[src/rtl/vadd_a_b_example_axi_write_master_pkg.sv]
// rtl/vadd_a_b_example_axi_write_master_pkg.sv - shared AXI constants, FSM encoding and log2 helper
// Purpose : common definitions for the AXI write master and its counters.
// Ports   : none (package).
package vadd_a_b_example_axi_write_master_pkg;

  localparam logic [1:0] AXI_BURST_INCR = 2'b01;
  localparam logic [1:0] AXI_RESP_OKAY  = 2'b00;

  typedef logic [1:0] fsm_state_t;

  localparam fsm_state_t ST_IDLE = 2'd0;
  localparam fsm_state_t ST_RUN  = 2'd1;
  localparam fsm_state_t ST_DONE = 2'd2;

  // Ceiling log2; used for awsize and counter widths.
  function automatic int log2_ceil(input int value);
    int r;
    r = 0;
    for (int i = 0; i < 31; i++) begin
      if ((1 << i) < value) r = i + 1;
    end
    return r;
  endfunction

endpackage

[src/rtl/vadd_a_b_example_axi_write_master_if.sv]
// rtl/vadd_a_b_example_axi_write_master_if.sv - AXIS input and AXI4 write-channel bundle
// Purpose : groups the stream handshake and the AW/W/B channels of the write master.
// Ports   : s_axis_* (stream in), m_axi_aw* (address), m_axi_w* (data), m_axi_b* (response).
//           master modport = write-master view, slave modport = adder/memory view.
interface vadd_a_b_example_axi_write_master_if #(
  parameter int ADDR_WIDTH = 64,
  parameter int DATA_WIDTH = 512
);
  logic                    s_axis_tvalid;
  logic                    s_axis_tready;
  logic [DATA_WIDTH-1:0]   s_axis_tdata;

  logic                    m_axi_awvalid;
  logic                    m_axi_awready;
  logic [ADDR_WIDTH-1:0]   m_axi_awaddr;
  logic [7:0]              m_axi_awlen;
  logic [1:0]              m_axi_awburst;
  logic [2:0]              m_axi_awsize;

  logic                    m_axi_wvalid;
  logic                    m_axi_wready;
  logic [DATA_WIDTH-1:0]   m_axi_wdata;
  logic [DATA_WIDTH/8-1:0] m_axi_wstrb;
  logic                    m_axi_wlast;

  logic                    m_axi_bvalid;
  logic                    m_axi_bready;

  modport master (
    input  s_axis_tvalid, s_axis_tdata, m_axi_awready, m_axi_wready, m_axi_bvalid,
    output s_axis_tready, m_axi_awvalid, m_axi_awaddr, m_axi_awlen, m_axi_awburst,
           m_axi_awsize, m_axi_wvalid, m_axi_wdata, m_axi_wstrb, m_axi_wlast, m_axi_bready
  );

  modport slave (
    output s_axis_tvalid, s_axis_tdata, m_axi_awready, m_axi_wready, m_axi_bvalid,
    input  s_axis_tready, m_axi_awvalid, m_axi_awaddr, m_axi_awlen, m_axi_awburst,
           m_axi_awsize, m_axi_wvalid, m_axi_wdata, m_axi_wstrb, m_axi_wlast, m_axi_bready
  );

endinterface

[src/rtl/vadd_a_b_example_axi_write_master_counter.sv]
// rtl/vadd_a_b_example_axi_write_master_counter.sv - loadable up/down counter
// Purpose : generic counter used for burst, beat, response and outstanding tracking.
// Ports   : clk, rst_n (async active-low), i_load/i_load_value (priority load),
//           i_incr/i_decr (cancel when both set), o_count, o_is_zero.
module vadd_a_b_example_counter #(
  parameter int WIDTH = 8
) (
  input  logic             clk,
  input  logic             rst_n,
  input  logic             i_load,
  input  logic [WIDTH-1:0] i_load_value,
  input  logic             i_incr,
  input  logic             i_decr,
  output logic [WIDTH-1:0] o_count,
  output logic             o_is_zero
);

  logic [WIDTH-1:0] r_count;

  always_ff @(posedge clk or negedge rst_n) begin
    if (!rst_n) begin
      r_count <= '0;
    end else if (i_load) begin
      r_count <= i_load_value;
    end else if (i_incr && !i_decr) begin
      r_count <= r_count + WIDTH'(1);
    end else if (i_decr && !i_incr) begin
      r_count <= r_count - WIDTH'(1);
    end
  end

  assign o_count   = r_count;
  assign o_is_zero = (r_count == '0);

endmodule

[src/rtl/vadd_a_b_example_axi_write_master.sv]
// rtl/vadd_a_b_example_axi_write_master.sv - stream-to-memory AXI4 INCR burst writer
// Purpose : takes the adder's output stream and writes it as AXI4 INCR bursts starting at
//           ctrl_addr_offset; pulses ctrl_done after the final write response.
// Ports   : aclk, aresetn (async active-low), ctrl_start/ctrl_done (kernel control),
//           ctrl_addr_offset, ctrl_xfer_size_in_bytes (latched at start),
//           bus (master modport: s_axis_* in, m_axi_aw*/w*/b* out).
module vadd_a_b_example_axi_write_master
  import vadd_a_b_example_axi_write_master_pkg::*;
#(
  parameter int C_M_AXI_ADDR_WIDTH = 64,
  parameter int C_M_AXI_DATA_WIDTH = 512,
  parameter int C_XFER_SIZE_WIDTH  = 32,
  parameter int C_BURST_LEN        = 64,
  parameter int C_MAX_OUTSTANDING  = 16
) (
  input  logic                          aclk,
  input  logic                          aresetn,
  input  logic                          ctrl_start,
  output logic                          ctrl_done,
  input  logic [C_M_AXI_ADDR_WIDTH-1:0] ctrl_addr_offset,
  input  logic [C_XFER_SIZE_WIDTH-1:0]  ctrl_xfer_size_in_bytes,
  vadd_a_b_example_axi_write_master_if.master bus
);

  localparam int BPB      = C_M_AXI_DATA_WIDTH / 8;
  localparam int BPB_LOG2 = log2_ceil(BPB);
  // One extra bit so the rounded-up beat count of a maximal size cannot overflow.
  localparam int CW       = C_XFER_SIZE_WIDTH + 1;
  localparam int OW       = log2_ceil(C_MAX_OUTSTANDING) + 1;
  localparam logic [C_M_AXI_ADDR_WIDTH-1:0] BURST_BYTES = C_M_AXI_ADDR_WIDTH'(C_BURST_LEN * BPB);
  localparam logic [7:0] FULL_LEN_M1 = 8'(C_BURST_LEN - 1);

  fsm_state_t                    r_state;
  logic [C_M_AXI_ADDR_WIDTH-1:0] r_awaddr;
  logic [CW-1:0]                 r_bursts;
  logic [7:0]                    r_last_len_m1;

  logic          w_start, w_run;
  logic          w_aw_hs, w_w_hs, w_wlast_hs, w_b_hs;
  logic [CW-1:0] w_beats, w_rem, w_nbursts;
  logic [7:0]    w_last_len_m1;
  logic [CW-1:0] w_aw_cnt, w_w_cnt, w_b_cnt;
  logic [OW-1:0] w_out_cnt;
  logic [7:0]    w_beat_cnt;
  logic          w_aw_zero, w_w_zero, w_b_zero, w_out_zero, w_beat_zero;
  logic          w_unused_zero;
  logic          w_w_active, w_aw_final, w_w_final, w_all_done;

  assign w_start = (r_state == ST_IDLE) && ctrl_start;
  assign w_run   = (r_state == ST_RUN);

  // Transfer plan computed from the size presented with the start pulse.
  assign w_beats       = (CW'(ctrl_xfer_size_in_bytes) + CW'(BPB - 1)) >> BPB_LOG2;
  assign w_rem         = w_beats % CW'(C_BURST_LEN);
  assign w_nbursts     = (w_beats / CW'(C_BURST_LEN)) + CW'(w_rem != '0);
  assign w_last_len_m1 = (w_rem == '0) ? FULL_LEN_M1 : 8'(w_rem - CW'(1));

  assign w_aw_hs    = bus.m_axi_awvalid && bus.m_axi_awready;
  assign w_w_hs     = bus.m_axi_wvalid && bus.m_axi_wready;
  assign w_wlast_hs = w_w_hs && bus.m_axi_wlast;
  assign w_b_hs     = bus.m_axi_bvalid && bus.m_axi_bready;

  always_ff @(posedge aclk or negedge aresetn) begin
    if (!aresetn) begin
      r_state       <= ST_IDLE;
      r_bursts      <= '0;
      r_last_len_m1 <= '0;
    end else begin
      case (r_state)
        ST_IDLE: begin
          if (ctrl_start) begin
            r_state       <= ST_RUN;
            r_bursts      <= w_nbursts;
            r_last_len_m1 <= w_last_len_m1;
          end
        end
        ST_RUN:  if (w_all_done) r_state <= ST_DONE;
        ST_DONE: r_state <= ST_IDLE;
        default: r_state <= ST_IDLE;
      endcase
    end
  end

  // Running burst address: only advances on acceptance, so it holds while awvalid waits.
  always_ff @(posedge aclk or negedge aresetn) begin
    if (!aresetn) begin
      r_awaddr <= '0;
    end else if (w_start) begin
      r_awaddr <= ctrl_addr_offset;
    end else if (w_aw_hs) begin
      r_awaddr <= r_awaddr + BURST_BYTES;
    end
  end

  vadd_a_b_example_counter #(.WIDTH(CW)) u_aw_cnt (
    .clk(aclk), .rst_n(aresetn), .i_load(w_start), .i_load_value('0),
    .i_incr(w_aw_hs), .i_decr(1'b0), .o_count(w_aw_cnt), .o_is_zero(w_aw_zero)
  );

  vadd_a_b_example_counter #(.WIDTH(CW)) u_w_cnt (
    .clk(aclk), .rst_n(aresetn), .i_load(w_start), .i_load_value('0),
    .i_incr(w_wlast_hs), .i_decr(1'b0), .o_count(w_w_cnt), .o_is_zero(w_w_zero)
  );

  vadd_a_b_example_counter #(.WIDTH(CW)) u_b_cnt (
    .clk(aclk), .rst_n(aresetn), .i_load(w_start), .i_load_value('0),
    .i_incr(w_b_hs), .i_decr(1'b0), .o_count(w_b_cnt), .o_is_zero(w_b_zero)
  );

  vadd_a_b_example_counter #(.WIDTH(OW)) u_out_cnt (
    .clk(aclk), .rst_n(aresetn), .i_load(w_start), .i_load_value('0),
    .i_incr(w_aw_hs), .i_decr(w_b_hs), .o_count(w_out_cnt), .o_is_zero(w_out_zero)
  );

  // Beat index within the current W burst; the load on wlast wins over the increment.
  vadd_a_b_example_counter #(.WIDTH(8)) u_beat_cnt (
    .clk(aclk), .rst_n(aresetn), .i_load(w_start || w_wlast_hs), .i_load_value('0),
    .i_incr(w_w_hs), .i_decr(1'b0), .o_count(w_beat_cnt), .o_is_zero(w_beat_zero)
  );

  assign w_unused_zero = ^{w_aw_zero, w_w_zero, w_b_zero, w_beat_zero};

  assign w_aw_final = (w_aw_cnt == r_bursts - CW'(1));
  assign w_w_final  = (w_w_cnt == r_bursts - CW'(1));
  // A W burst may only start once its own AW has been accepted.
  assign w_w_active = w_run && (w_w_cnt < w_aw_cnt);
  assign w_all_done = (w_aw_cnt == r_bursts) && (w_b_cnt == r_bursts) && w_out_zero;

  assign bus.m_axi_awvalid = w_run && (w_aw_cnt < r_bursts) &&
                             (w_out_cnt < OW'(C_MAX_OUTSTANDING));
  assign bus.m_axi_awaddr  = r_awaddr;
  assign bus.m_axi_awlen   = w_aw_final ? r_last_len_m1 : FULL_LEN_M1;
  assign bus.m_axi_awburst = AXI_BURST_INCR;
  assign bus.m_axi_awsize  = 3'(BPB_LOG2);

  // Zero-latency pass-through: a stream beat moves only in the cycle the W beat is accepted.
  assign bus.m_axi_wvalid  = bus.s_axis_tvalid && w_w_active;
  assign bus.s_axis_tready = bus.m_axi_wready && w_w_active;
  assign bus.m_axi_wdata   = bus.s_axis_tdata;
  assign bus.m_axi_wstrb   = '1;
  assign bus.m_axi_wlast   = (w_beat_cnt == (w_w_final ? r_last_len_m1 : FULL_LEN_M1));

  assign bus.m_axi_bready  = w_run;
  assign ctrl_done         = (r_state == ST_DONE);

endmodule
[src/flat_wrapper.sv]
// flat-port wrapper written by rule: the top's interface ports become plain ports
module vadd_a_b_example_axi_write_master_flat import vadd_a_b_example_axi_write_master_pkg::*;
#(
  parameter int C_M_AXI_ADDR_WIDTH = 64,
  parameter int C_M_AXI_DATA_WIDTH = 512,
  parameter int C_XFER_SIZE_WIDTH  = 32,
  parameter int C_BURST_LEN        = 64,
  parameter int C_MAX_OUTSTANDING  = 16
)
  (aclk, aresetn, ctrl_start, ctrl_done, ctrl_addr_offset, ctrl_xfer_size_in_bytes, bus_s_axis_tvalid, bus_s_axis_tdata, bus_m_axi_awready, bus_m_axi_wready, bus_m_axi_bvalid, bus_s_axis_tready, bus_m_axi_awvalid, bus_m_axi_awaddr, bus_m_axi_awlen, bus_m_axi_awburst, bus_m_axi_awsize, bus_m_axi_wvalid, bus_m_axi_wdata, bus_m_axi_wstrb, bus_m_axi_wlast, bus_m_axi_bready);
  vadd_a_b_example_axi_write_master_if bus_i ();
  input  logic aclk;
  input  logic aresetn;
  input  logic ctrl_start;
  output logic ctrl_done;
  input  logic [C_M_AXI_ADDR_WIDTH-1:0] ctrl_addr_offset;
  input  logic [C_XFER_SIZE_WIDTH-1:0] ctrl_xfer_size_in_bytes;
  input wire logic [$bits(bus_i.s_axis_tvalid)-1:0] bus_s_axis_tvalid;
  input wire logic [$bits(bus_i.s_axis_tdata)-1:0] bus_s_axis_tdata;
  input wire logic [$bits(bus_i.m_axi_awready)-1:0] bus_m_axi_awready;
  input wire logic [$bits(bus_i.m_axi_wready)-1:0] bus_m_axi_wready;
  input wire logic [$bits(bus_i.m_axi_bvalid)-1:0] bus_m_axi_bvalid;
  output wire logic [$bits(bus_i.s_axis_tready)-1:0] bus_s_axis_tready;
  output wire logic [$bits(bus_i.m_axi_awvalid)-1:0] bus_m_axi_awvalid;
  output wire logic [$bits(bus_i.m_axi_awaddr)-1:0] bus_m_axi_awaddr;
  output wire logic [$bits(bus_i.m_axi_awlen)-1:0] bus_m_axi_awlen;
  output wire logic [$bits(bus_i.m_axi_awburst)-1:0] bus_m_axi_awburst;
  output wire logic [$bits(bus_i.m_axi_awsize)-1:0] bus_m_axi_awsize;
  output wire logic [$bits(bus_i.m_axi_wvalid)-1:0] bus_m_axi_wvalid;
  output wire logic [$bits(bus_i.m_axi_wdata)-1:0] bus_m_axi_wdata;
  output wire logic [$bits(bus_i.m_axi_wstrb)-1:0] bus_m_axi_wstrb;
  output wire logic [$bits(bus_i.m_axi_wlast)-1:0] bus_m_axi_wlast;
  output wire logic [$bits(bus_i.m_axi_bready)-1:0] bus_m_axi_bready;
  assign bus_i.s_axis_tvalid = bus_s_axis_tvalid;
  assign bus_i.s_axis_tdata = bus_s_axis_tdata;
  assign bus_i.m_axi_awready = bus_m_axi_awready;
  assign bus_i.m_axi_wready = bus_m_axi_wready;
  assign bus_i.m_axi_bvalid = bus_m_axi_bvalid;
  assign bus_s_axis_tready = bus_i.s_axis_tready;
  assign bus_m_axi_awvalid = bus_i.m_axi_awvalid;
  assign bus_m_axi_awaddr = bus_i.m_axi_awaddr;
  assign bus_m_axi_awlen = bus_i.m_axi_awlen;
  assign bus_m_axi_awburst = bus_i.m_axi_awburst;
  assign bus_m_axi_awsize = bus_i.m_axi_awsize;
  assign bus_m_axi_wvalid = bus_i.m_axi_wvalid;
  assign bus_m_axi_wdata = bus_i.m_axi_wdata;
  assign bus_m_axi_wstrb = bus_i.m_axi_wstrb;
  assign bus_m_axi_wlast = bus_i.m_axi_wlast;
  assign bus_m_axi_bready = bus_i.m_axi_bready;
  vadd_a_b_example_axi_write_master #(.C_M_AXI_ADDR_WIDTH(C_M_AXI_ADDR_WIDTH), .C_M_AXI_DATA_WIDTH(C_M_AXI_DATA_WIDTH), .C_XFER_SIZE_WIDTH(C_XFER_SIZE_WIDTH), .C_BURST_LEN(C_BURST_LEN), .C_MAX_OUTSTANDING(C_MAX_OUTSTANDING)) u_core (.aclk(aclk), .aresetn(aresetn), .ctrl_start(ctrl_start), .ctrl_done(ctrl_done), .ctrl_addr_offset(ctrl_addr_offset), .ctrl_xfer_size_in_bytes(ctrl_xfer_size_in_bytes), .bus(bus_i));
endmodule
[config.mk]
export PLATFORM = sky130hd
export DESIGN_NAME = vadd_a_b_example_axi_write_master_flat
export DESIGN_NICKNAME = d
export VERILOG_FILES = /design/src/rtl/vadd_a_b_example_axi_write_master_pkg.sv /design/src/rtl/vadd_a_b_example_axi_write_master_if.sv /design/src/rtl/vadd_a_b_example_axi_write_master_counter.sv /design/src/rtl/vadd_a_b_example_axi_write_master.sv /design/src/flat_wrapper.sv
export SDC_FILE = /design/constraint.sdc
export NUM_CORES = 1
export LEC_CHECK = 0
export ABC_AREA = 1
export CAP_MARGIN = 10
export CORE_AREA = 2 2 496 498
export CTS_CLUSTER_SIZE = 8
export DETAILED_ROUTE_END_ITERATION = 7
export DIE_AREA = 0 0 498 500
export PLACE_DENSITY = 0.3
export SLEW_MARGIN = 25
export SYNTH_ARGS = -nofsm -noshare
export SYNTH_HDL_FRONTEND = slang
export SYNTH_HIERARCHICAL = 1
export SYNTH_SLANG_ARGS = --single-unit
[constraint.sdc]
create_clock -name aclk -period 4 [get_ports aclk]
set_input_delay 1.2 -clock aclk [delete_from_list [all_inputs] [get_ports aclk]]
set_output_delay 1.2 -clock aclk [all_outputs]
set_load 0.03 [all_outputs]
# After elaboration in Yosys (flattened, before gate mapping)
# Index checks and enable logic that the tools add are counted.
# W data, S select, Z words.
# op_classes
n_shift,0
mux,19
n_div,0
add_sub_neg,11
n_reduce_logical,28
multipliers,0
eq_ne,9
bitwise,0
order_cmp,3
# op_table
operator,n
$mux W33,6
$eq A33 B33 Y1,4
$mux W64,2
$add A33 B1 Y33 const B,3
$lt A33 B33 Y1,2
$add A64 B13 Y64 const B,1
$mux W8,5
$add A32 B6 Y33 const B,1
$logic_not A33 Y1,1
$reduce_bool A33 Y1,1
$sub A33 B1 Y33 const B,1
$add A21 B1 Y22,1
$mux W5,3
$logic_and A1 B1 Y1,14
$add A8 B1 Y8 const B,1
$eq A8 B8 Y1,1
$reduce_bool A2 Y1,4
$sub A6 B1 Y7 const B,1
$add A5 B1 Y5 const B,1
$logic_not A5 Y1,1
$lt A5 B5 Y1 const B,1
$sub A5 B1 Y5 const B,1
$mux W2,2
$ne A2 B2 Y1 const B,2
other kinds (8),10
# totals
ramBits,0
regBits,219
n_memories,0
mem_bits_ro,0
latchBits,0
input_bits,615

# Longest topological paths before layout
# depth
ltp_word,9
depth_mapped,38
ltp_nobuf,38

# Hierarchy
# The synthesis kept the hierarchy.
# by_module_without_submodules
mod,seq_area_each_um2,area_each_um2,cells_per_inst,instances
vadd_a_b_example_axi_write_master,2377.3,14428.8,2198,1
vadd_a_b_example_counter (u_core.u_aw_cnt ...),825.8,4142.7,755,2
vadd_a_b_example_counter (u_core.u_w_cnt),825.8,4192.8,755,1
vadd_a_b_example_counter (u_core.u_beat_cnt),200.2,779.5,120,1
vadd_a_b_example_counter (u_core.u_out_cnt),125.1,467.9,71,1

# Worst setup path after synthesis
# Ideal clock, no wire load.
# synth_path
path_type,register to register
startpoint,reg u_core.r_bursts[0]
endpoint,"reg u_core.u_w_cnt.r_count[31], in the netlist u_core/u_w_cnt/o_count[31]"
setup_ns,0.116
required_ns,3.884
slack_ns,-0.358
n_path_buf,1
arrival_time_ns,4.242
stages_incl_launch_ff,38
cell_sequence,dfrtp_1 -> inv_1 -> ha_1 -> nand2_1 -> nor2_2 -> nand3_1 -> nand2_1 -> nand2_1 -> nand2_1 -> nand2_1 -> nor2_1 -> nand2_1 -> nor2_1 -> nand2_1 -> nor2_4 -> buf_6 -> nand3b_1 -> nand2_1 -> [... 2 more ...] -> nand3_1 -> inv_1 -> inv_1 -> nor2_2 -> inv_1 -> ha_1 -> nand2_2 -> inv_1 -> a21oi_1 -> nand2_2 -> nand2_1 -> nand2_2 -> nand2_1 -> nand2_1 -> nand2_1 -> nand3_1 -> nand2_1 -> nand2_1
# synth_via
elab_chain_cells,6
# synth_lines
element,line,rtl
"start, declared",vadd_a_b_example_axi_write_master.sv:35,logic [CW-1:0] r_bursts;
"start signal, assigned",vadd_a_b_example_axi_write_master.sv:73,r_bursts <= w_nbursts;
$sub A33 B1 Y33,vadd_a_b_example_axi_write_master.sv:124,assign w_w_final = (w_w_cnt == r_bursts - CW'(1));
$eq A33 B33 Y1,vadd_a_b_example_axi_write_master.sv:124,
$mux W8,vadd_a_b_example_axi_write_master.sv:141,assign bus.m_axi_wlast = (w_beat_cnt == (w_w_final ? r_last_len_m1 : FULL_LEN_M1));
$eq A8 B8 Y1,vadd_a_b_example_axi_write_master.sv:141,
$logic_and A1 B1 Y1,vadd_a_b_example_axi_write_master.sv:60,assign w_wlast_hs = w_w_hs && bus.m_axi_wlast;
via u_core.w_wlast_hs,vadd_a_b_example_axi_write_master.sv:39,"logic w_aw_hs, w_w_hs, w_wlast_hs, w_b_hs;"
$reduce_bool A2 Y1 (no line),n/a,
"end signal, assigned",vadd_a_b_example_axi_write_master_counter.sv:24,r_count <= i_load_value;
"end signal, assigned",vadd_a_b_example_axi_write_master_counter.sv:26,r_count <= r_count + WIDTH'(1);
"end signal, assigned",vadd_a_b_example_axi_write_master_counter.sv:28,r_count <= r_count - WIDTH'(1);
"end, declared",vadd_a_b_example_axi_write_master_counter.sv:18,logic [WIDTH-1:0] r_count;
# The timed path passes the listed nets, and every way through them passes these cells.
# A chain may end at the register's enable or synchronous reset.

# Final worst setup path
# layout_path
startpoint,reg u_core.r_bursts[0]
endpoint,out bus_m_axi_awlen[5]
# layout_via
elab_chain_cells,3
# layout_lines
element,line,rtl
$sub A33 B1 Y33,vadd_a_b_example_axi_write_master.sv:123,assign w_aw_final = (w_aw_cnt == r_bursts - CW'(1));
$eq A33 B33 Y1,vadd_a_b_example_axi_write_master.sv:123,
$mux W8,vadd_a_b_example_axi_write_master.sv:132,assign bus.m_axi_awlen = w_aw_final ? r_last_len_m1 : FULL_LEN_M1;
"end, declared",flat_wrapper.sv:26,output wire logic [$bits(bus_i.m_axi_awlen)-1:0] bus_m_axi_awlen;
# No other way between the ends.

==> impl_metrics.tcl <==
set metrics [dict create \
    clk_pin_slew_ns 0.06 \
    p_total_mw 27.2 \
    clockPowerShare_pct 11.4 \
    cts_root_buf "clkbuf_16" \
    port_buffers 180 \
    ff2ff_setup_slack_ns -0.60 \
    critPathKind "flip-flop to output port" \
    wl_per_cell_um 16.9 \
    coreArea_um2 244000 \
    finalSetupViolations 71 \
    crit_arrival_ns 3.42 \
    r2r-start "u_core/r_bursts[0]" \
    syn_area_um2 27900 \
    grt_setup_unrepaired "true" \
    busiest_layer "met2" \
    hp-class "flip-flop to flip-flop" \
    nets 5822 \
    final_cell_mix "nand2_1, inv_1, buf_4" \
    wl_um 140000 \
    powerDensity_nw_per_um2 669 \
    violations "negative setup slack" \
    fp.dieH_um 500 \
    cts_tree "yes" \
    switching_share_pct 50.8 \
    pin_count 1274 \
    setup_slack_ns -0.624 \
    netlist_instances 4617 \
    first_pass_iters 8 \
    crit_slowest_cell "dfrtp_1" \
    layout-drive-gt1-share_pct 30.6 \
    rows 182 \
    p_comb_share_pct 74.3 \
    maxSlewHeadroom_pct 51.0 \
    min_from "u_core/bus.m_axi_awaddr[0]" \
    grt_pass1_vias 29300 \
    area_growth_pct 45.5 \
    vdd_drop_max_v 0.000334 \
    critPathCaptureType "output port" \
    syn_area_per_cell_um2 6.05 \
    startpoint_type "flip-flop" \
    cts_max_level 2 \
    power.switching_mw 13.8 \
    start_util_pct 11.4 \
    clk_latency_ns 0.58 \
    layout_commonest_cell "nand2_1" \
    cts_hold_buf 0 \
    grt_overflow 0 \
    required_ns 2.80 \
    grt_max_degree 73 \
    reg2regPathDepth 39 \
    fin_crit_ns 4.62 \
    slew_violations 0 \
    drc 0 \
    grt_pass1_wl_um 200000 \
    die-area_um2 249000 \
    grt.met1_usage_pct 11.6 \
    crit_chain "inv_2 -> buf_6 -> nand2_4 -> nor2_4 -> buf_12 -> buf_12 -> nand3_4 -> buf_6 -> buf_4 -> buf_4 -> xor2_1 -> nor3_1 -> nand3_1 -> a211oi_2 -> buf_4 -> buf_8 -> nand3_4 -> buf_6" \
    timing.rr.end "u_core/u_w_cnt/o_count[24]" \
    antenna_found_initial 8 \
    max_freq_mhz 216 \
    clock_skew_ns 0.0210 \
    viasPerCell 3.48 \
    seqPwrFrac_pct 14.3 \
    hold_viol 0 \
    drt_iter0_drc 1124 \
    met2_usage_pct 20.1 \
    die_w_um 498 \
    place_congestion 0.803 \
    maxCapViolations 0 \
    yosys_warnings 6 \
    outcome "finished, violations left" \
    cts_max_path_buffers 3 \
    setup.worst_path.start "u_core/r_bursts[0]" \
    cts_buffers 36 \
    cp_max_fo 8 \
    p_int_mw 13.4 \
    fin_crit_sh_pct 116 \
    cts.sinks 207 \
    vias 28800 \
    pre_cts_ws_ns -1.16 \
    grt_usage_pct 10.9 \
    p_leak_nw 19.8 \
    crit_path_max_incr_delay_ns 0.39 \
    worstMarginPinSlew_ns 0.728 \
    hold_ws_ns 0.484 \
    grtUsageMet3_pct 2.20 \
    post-dp-hpwl_um 116000 \
    critical_path.endpoint "bus_m_axi_awlen[5]" \
    ant_nets 0 \
]
-- registers in the layout, indices dropped and copies added, names as in the netlist --
name                       cells
u_core/u_beat_cnt/o_count      8
u_core/r_bursts               22
u_core/u_out_cnt/o_count       5
u_core/u_aw_cnt/o_count       33
u_core/r_state                 2
u_core/bus.m_axi_awaddr       64
u_core/u_w_cnt/o_count        33
u_core/r_last_len_m1           7
u_core/u_b_cnt/o_count        33
-- metrics by stage --
stage                     utilization [%]  instance area (um2)  instances  setup TNS, ns
after floorplan                         -                29300       4803              0
after global placement               14.4                35100       8132         -68.38
after detailed placement             14.4                35100       8132         -66.04
after CTS                            15.8                38700       8242         -34.06
after global routing                 16.6                40600       8281         -47.57
final                                16.6                40600       8281         -28.73
-- power groups by stage --
stage / clock network (mW) / logic, mW / registers [mW]
4_1_cts: 3.27 / 18.4 / 3.91
3_3_place_gp: 0 / 16.4 / 3.94
3_5_place_dp: 0 / 16.4 / 3.92
2_1_floorplan: 0 / 10.1 / 4.06
5_1_grt: 3.34 / 22.5 / 4.03
6_report: 3.11 / 20.2 / 3.89
-- routing by layer --
| layer | vias up | routed length (um) |
|---|---|---|
| li1 | 14500 | - |
| met1 | 13100 | 53600 |
| met2 | 753 | 71600 |
| met3 | 385 | 6780 |
| met4 | 6 | 7890 |
| met5 | - | 77 |
-- final cells by class --
class                   instances  area, um2
well taps                    3220       4030
repair buffers                853       7600
fillers                     28100     204000
inverters                     705       2710
diodes                          1       2.50
clock inverters                 6       85.1
flip-flops and latches        207       5210
clock buffers                  52       1010
multi-input cells            3237      20000
-- repair_timing --
item,CTS,global route
endpoints found under the setup margin,92,89
pin swaps,225,354
hold endpoints to repair,0,0
cloned,6,0
resized for setup,551,446
buffers inserted,51,54
-- worst max-delay path, delay by kind of cell (launching register included) --
kind                   cells  cell delay (ns)
AO/OA/AOI/OAI              1             0.26
AND/OR/NAND/NOR            6             0.69
XOR/XNOR                   1             0.14
buffers and inverters     10             1.36
flip-flops                 1             0.39
-- worst min-delay path by stage --
stage	to	cells after the start	slack [ns]
after floorplan	u_core/r_last_len_m1[1]	2	0.45
after global placement	u_core/bus.m_axi_awaddr[1]	2	0.47
after detailed placement	u_core/bus.m_axi_awaddr[7]	2	0.47
after CTS	u_core/bus.m_axi_awaddr[10]	2	0.49
after global routing	u_core/bus.m_axi_awaddr[0]	2	0.51
final	u_core/bus.m_axi_awaddr[0]	2	0.48
Power figures use the tool's default switching activity.
